File: config.mk
export PLATFORM = sky130hd
export DESIGN_NAME = gate_tt_reader
export DESIGN_NICKNAME = d
export VERILOG_FILES = /design/src/rtl/gate_tt_pkg.sv /design/src/rtl/gate_tt_settle_timer.sv /design/src/rtl/gate_tt_reader.sv
export SDC_FILE = /design/constraint.sdc
export NUM_CORES = 1
export LEC_CHECK = 0
export CORE_MARGIN = 1
export CORE_UTILIZATION = 54
export DETAILED_ROUTE_END_ITERATION = 16
export PLACE_DENSITY_LB_ADDON = 0.1
export SETUP_SLACK_MARGIN = 0.02
export SYNTH_ARGS = -nofsm -noshare
export SYNTH_HDL_FRONTEND = slang
export SYNTH_HIERARCHICAL = 1
export SYNTH_SLANG_ARGS = --single-unit
File: constraint.sdc
create_clock -name clk -period 2.2 [get_ports clk]
set_input_delay 0.22 -clock clk [delete_from_list [all_inputs] [get_ports clk]]
set_output_delay 0.22 -clock clk [all_outputs]
set_load 0.02 [all_outputs]
File: src/rtl/gate_tt_pkg.sv
// Shared types and constants for the gate truth-table reader.
package gate_tt_pkg;

   typedef enum logic [1:0] {
      StIdle,
      StSettle,
      StSample,
      StDone
   } tt_state_e;

   localparam int unsigned DefNIn       = 4;
   localparam int unsigned DefSettleCyc = 2;

   function automatic int unsigned tt_width(input int unsigned n_in);
      return 32'd1 << n_in;
   endfunction

endpackage

File: src/rtl/gate_tt_settle_timer.sv
// Loadable down-counter that times the settle interval after each new input vector.
module gate_tt_settle_timer #(
   parameter int unsigned W = 2
) (
   input  logic         clk,
   input  logic         rst_n,
   input  logic         load,
   input  logic [W-1:0] value,
   output logic         expired
);

   logic [W-1:0] cnt_q;

   always_ff @(posedge clk or negedge rst_n) begin
      if (!rst_n) begin
         cnt_q <= '0;
      end else if (load) begin
         cnt_q <= value;
      end else if (cnt_q != '0) begin
         cnt_q <= cnt_q - W'(1);
      end
   end

   // Flags the cycle in which the count steps down to zero.
   assign expired = (cnt_q <= W'(1));

endmodule

File: src/rtl/gate_tt_reader.sv
// Sweeps all input vectors through a gate and assembles its hex truth table (MSB = vector 0).
// Optional TT_CHECK_EN adds exp_tt/match for comparing against an expected table.
module gate_tt_reader
   import gate_tt_pkg::*;
#(
   parameter int unsigned N_IN       = DefNIn,
   parameter int unsigned SETTLE_CYC = DefSettleCyc,
   localparam int unsigned TT_W      = tt_width(N_IN)
) (
   input  logic            clk,
   input  logic            rst_n,
   input  logic            start,
   output logic            busy,
   output logic            done,
   output logic [TT_W-1:0] tt_out,
   output logic [N_IN-1:0] dut_in,
   input  logic            dut_out
`ifdef TT_CHECK_EN
   ,
   input  logic [TT_W-1:0] exp_tt,
   output logic            match
`endif
);

   localparam int unsigned     CntW       = $clog2(SETTLE_CYC + 2);
   localparam logic [CntW-1:0] SettleLoad = CntW'(SETTLE_CYC);
   localparam logic [N_IN-1:0] IdxLast    = N_IN'(TT_W - 1);
   localparam tt_state_e       VecState   = (SETTLE_CYC == 0) ? StSample : StSettle;

   tt_state_e       state_q, state_d;
   logic [N_IN-1:0] idx_q, idx_d;
   logic [TT_W-1:0] shreg_q, shreg_d;
   logic [TT_W-1:0] tt_q, tt_d;
   logic            timer_load, timer_expired;

`ifdef TT_CHECK_EN
   logic [TT_W-1:0] exp_q, exp_d;
   logic            match_q, match_d;
`endif

   gate_tt_settle_timer #(
      .W(CntW)
   ) u_settle_timer (
      .clk    (clk),
      .rst_n  (rst_n),
      .load   (timer_load),
      .value  (SettleLoad),
      .expired(timer_expired)
   );

   always_comb begin
      state_d    = state_q;
      idx_d      = idx_q;
      shreg_d    = shreg_q;
      tt_d       = tt_q;
      timer_load = 1'b0;
`ifdef TT_CHECK_EN
      exp_d      = exp_q;
      match_d    = match_q;
`endif
      unique case (state_q)
         StIdle, StDone: begin
            if (start) begin
               idx_d      = '0;
               shreg_d    = '0;
               timer_load = 1'b1;
               state_d    = VecState;
`ifdef TT_CHECK_EN
               exp_d      = exp_tt;
`endif
            end else begin
               state_d = StIdle;
            end
         end
         StSettle: begin
            if (timer_expired) state_d = StSample;
         end
         StSample: begin
            shreg_d = {shreg_q[TT_W-2:0], dut_out};
            if (idx_q == IdxLast) begin
               // Result is published on entry to DONE so it is valid alongside the done pulse.
               tt_d    = shreg_d;
               state_d = StDone;
`ifdef TT_CHECK_EN
               match_d = (shreg_d == exp_q);
`endif
            end else begin
               idx_d      = idx_q + N_IN'(1);
               timer_load = 1'b1;
               state_d    = VecState;
            end
         end
         default: state_d = StIdle;
      endcase
   end

   always_ff @(posedge clk or negedge rst_n) begin
      if (!rst_n) begin
         state_q <= StIdle;
         idx_q   <= '0;
         shreg_q <= '0;
         tt_q    <= '0;
`ifdef TT_CHECK_EN
         exp_q   <= '0;
         match_q <= 1'b0;
`endif
      end else begin
         state_q <= state_d;
         idx_q   <= idx_d;
         shreg_q <= shreg_d;
         tt_q    <= tt_d;
`ifdef TT_CHECK_EN
         exp_q   <= exp_d;
         match_q <= match_d;
`endif
      end
   end

   assign busy   = (state_q == StSettle) || (state_q == StSample);
   assign done   = (state_q == StDone);
   assign tt_out = tt_q;
   assign dut_in = busy ? idx_q : '0;
`ifdef TT_CHECK_EN
   assign match  = match_q;
`endif

endmodule

==> flow_summary.yaml <==
clock_network:
  cts.sinks: 39
  cts.clk_slew.worst_paths_ns: 0.11
  htreeDepth: 2
  cts_tree: "done"
  cts_buffers: 5
  cts_root_buf: "clkbuf_4"
  cts_max_path_buffers: 2
  clk_latency_ns: 0.34
synthesis:
  seq_area_frac_synth_pct: 51.8
  postSynthAreaPerCell_um2: 10.8
  synthesis.area_mm2: 0.00189
  synthCells: 175
  synth_edf_count: 0
  synth-seq-cells: 39
  async_reset_ff_share_pct: 100
  syn_nets: 185
  synth_ff_type: "dfrtp_1"
  synth.distinct_cells: 36
  yosysWarnings: 6
cells_and_area:
  final_nets: 210
  stdcell_area_mm2: 0.00222
  fill_cells: 284
  antennaDiodeCount: 0
  seq_area_um2: 976
  area.growth.synth_to_final_pct: 17.8
  final_layout_size_suffix_gt1_share_pct: 15.0
  multiInputGateArea_um2: 818
die:
  core_mm2: 0.00334
  ios: 26
  die_height_um: 61.1
  chipWidth_um: 61.1
  rows: 21
  die-area_mm2: 0.00373
  initial_core_util_pct: 56.5
worst_setup_path:
  critical_path_required_ns: 1.98
  cp-start-kind: "register"
  setup.worst_path.class: "reg2out"
  r2r_start: "state_q[0]$_DFFE_PN0P_"
  worst_r2r_path_depth: 5
  crit_arrival_ns: 1.74
  crit_start: "state_q[0]$_DFFE_PN0P_"
  endpoint_kind: "primary output"
  critPathMaxFanout: 10
place:
  place_area_mm2: 0.00215
  port_buffers: 25
  gp_congestion: 0.846
  dp_hpwl_mm: 2.36
global_routing:
  grt_max_degree: 40
  grt_overflow: 0
  antenna_found_initial: 0
  grt_usage_pct: 21.5
  grt_pass1_vias: 1253
  grt_pass1_wl_mm: 5.73
hold_path:
  min_from: "dut_out"
  hold_path.class: "in2reg"
  hold_path_depth: 3
drt:
  post_drt_wl_per_cell_um: 14.0
  ant_nets: 0
  drt_wl_total_mm: 3.44
  vias: 1339
  drt_iter0_markers: 74
  post-route-drc-count: 0
  drt_first_pass_iters: 4
  avgViaCountPerCell: 5.44
timing:
  fin_setup_tns_ns: 0
  final-hold-violation-count: 0
  clock_skew_ns: 0.00803
  max_slew.worst_pin.slew_ns: 0.847
  setup_viol: 0
  slew_headroom_pct: 43.6
  min_period_ns: 1.96
  finalMaxSlewViolations: 0
  grt_setup_unrepaired: "no"
  fmax_ghz: 0.511
  post-route-period-util_pct: 88.9
outcome:
  status: "completed"
run:
  drv_cap: 0
pwr:
  vdd_drop_max_v: 0.000617
  p_leak_nw: 1.05
  p_per_area_mw_per_mm2: 887
==> per-stage QoR <==
| stage | hold WS [ns] | total power [mW] | utilization [%] | setup WS, ns | std cells |
|---|---|---|---|---|---|
| 3_5_place_dp | 0.376 | 1.55 | 64.3 | 0.346 | 238 |
| 5_1_grt | 0.461 | 2.11 | 66.6 | 0.108 | 246 |
| 2_1_floorplan | -0.0756 | 1.36 | - | 0.620 | 175 |
| 4_1_cts | 0.452 | 1.99 | 66.6 | 0.228 | 246 |
| 3_3_place_gp | 0.366 | 1.51 | 64.3 | 0.395 | 238 |
| 6_report | 0.452 | 1.97 | 66.6 | 0.244 | 246 |
==> final timing paths <==
check                           slack, ns                     end
min in group asynchronous            0.50   tt_out[0]$_DFFE_PN0P_
max in group asynchronous            1.16  shreg_q[8]$_DFFE_PN0P_
worst max register to register       0.43  shreg_q[8]$_DFFE_PN0P_
worst max-delay path                 0.24                    busy
worst min register to register       0.52   tt_out[0]$_DFFE_PN0P_
worst min-delay path                 0.45  shreg_q[0]$_DFFE_PN0P_
==> Yosys cell counts, types with 2 or more instances <==
cell,instances,area [um2]
a21oi_1,4,20.0
buf_2,3,15.0
buf_4,2,15.0
buf_6,2,22.5
clkbuf_1,4,15.0
conb_1,2,7.51
dfrtp_1,39,976
ha_1,6,75.1
inv_1,5,18.8
mux2_2,8,90.1
mux2_4,9,135
nand2_1,24,90.1
nand2b_1,3,18.8
nand3_1,3,15.0
nor2_1,2,7.51
nor2b_1,6,37.5
nor3_1,3,15.0
o21ai_0,32,160
==> cell type report <==
type,instances,share of cell area (%)
Sequential cell,39,43.9
Tap cell,46,2.59
Clock inverter,1,1.35
Clock buffer,6,1.86
Inverter,5,0.845
Multi-Input combinational cell,119,36.8
Timing Repair Buffer,30,12.6
==> sequential cells by signal, indices dropped and copies added, names as in the netlist <==
name                  flops
shreg_q                  15
u_settle_timer/cnt_q      2
idx_q                     4
state_q                   2
tt_out                   16
==> report_power, final <==
| part | switching, mW | internal [mW] |
|---|---|---|
| sequential | 0.0508 | 0.771 |
| clock | 0.220 | 0.234 |
| combinational | 0.455 | 0.239 |
| total | 0.726 | 1.24 |
==> cells by family after synthesis <==
group,Yosys count,synth area share (%)
muxes,17,11.9
adders and majority gates,6,3.98
buffers and inverters,17,4.84
and+or+nand+nor,49,13.5
xor gates and xnor gates,1,0.465
DFF,39,51.8
other,2,0.398
AOI/OAI and AO/OA,44,13.1
==> placed cells by master (no fill, tap or decap), drive strengths merged, types with 2 or more instances in the layout <==
master,count
ha,6
clkdlybuf4s50,19
conb,2
dfrtp,39
inv,5
o21ai,33
nor2,2
buf,5
nor2b,6
dlygate4sd2,5
nand2b,3
nand3,3
mux2,17
nand2,24
a21oi,4
clkbuf,6
nor3,3
==> layer usage <==
| metal | wire, um | up-vias | track usage (%) |
|---|---|---|---|
| met4 | 57 | 0 | 7.79 |
| li1 | - | 650 | - |
| met3 | 163 | 5 | 6.30 |
| met2 | 1680 | 37 | 34.5 |
| met1 | 1540 | 647 | 27.6 |
| met5 | 0 | - | 0 |
==> critical path, cell delays in order, from the launching register on <==
cell           delay [ns]
dfrtp_1              0.40
inv_1                0.06
ha_1                 0.46
inv_1                0.14
dlygate4sd2_1        0.34
==> timing repair <==
action / 4_1_cts / 5_1_grt
setup buffers: 0 / 0
gates resized for setup: 5 / 0
endpoints found under the setup margin: 5 / 0
hold buffers: 1 / 0
endpoints found under the hold margin: 28 / 0
Note: power is estimated with default switching activity, not from simulation.
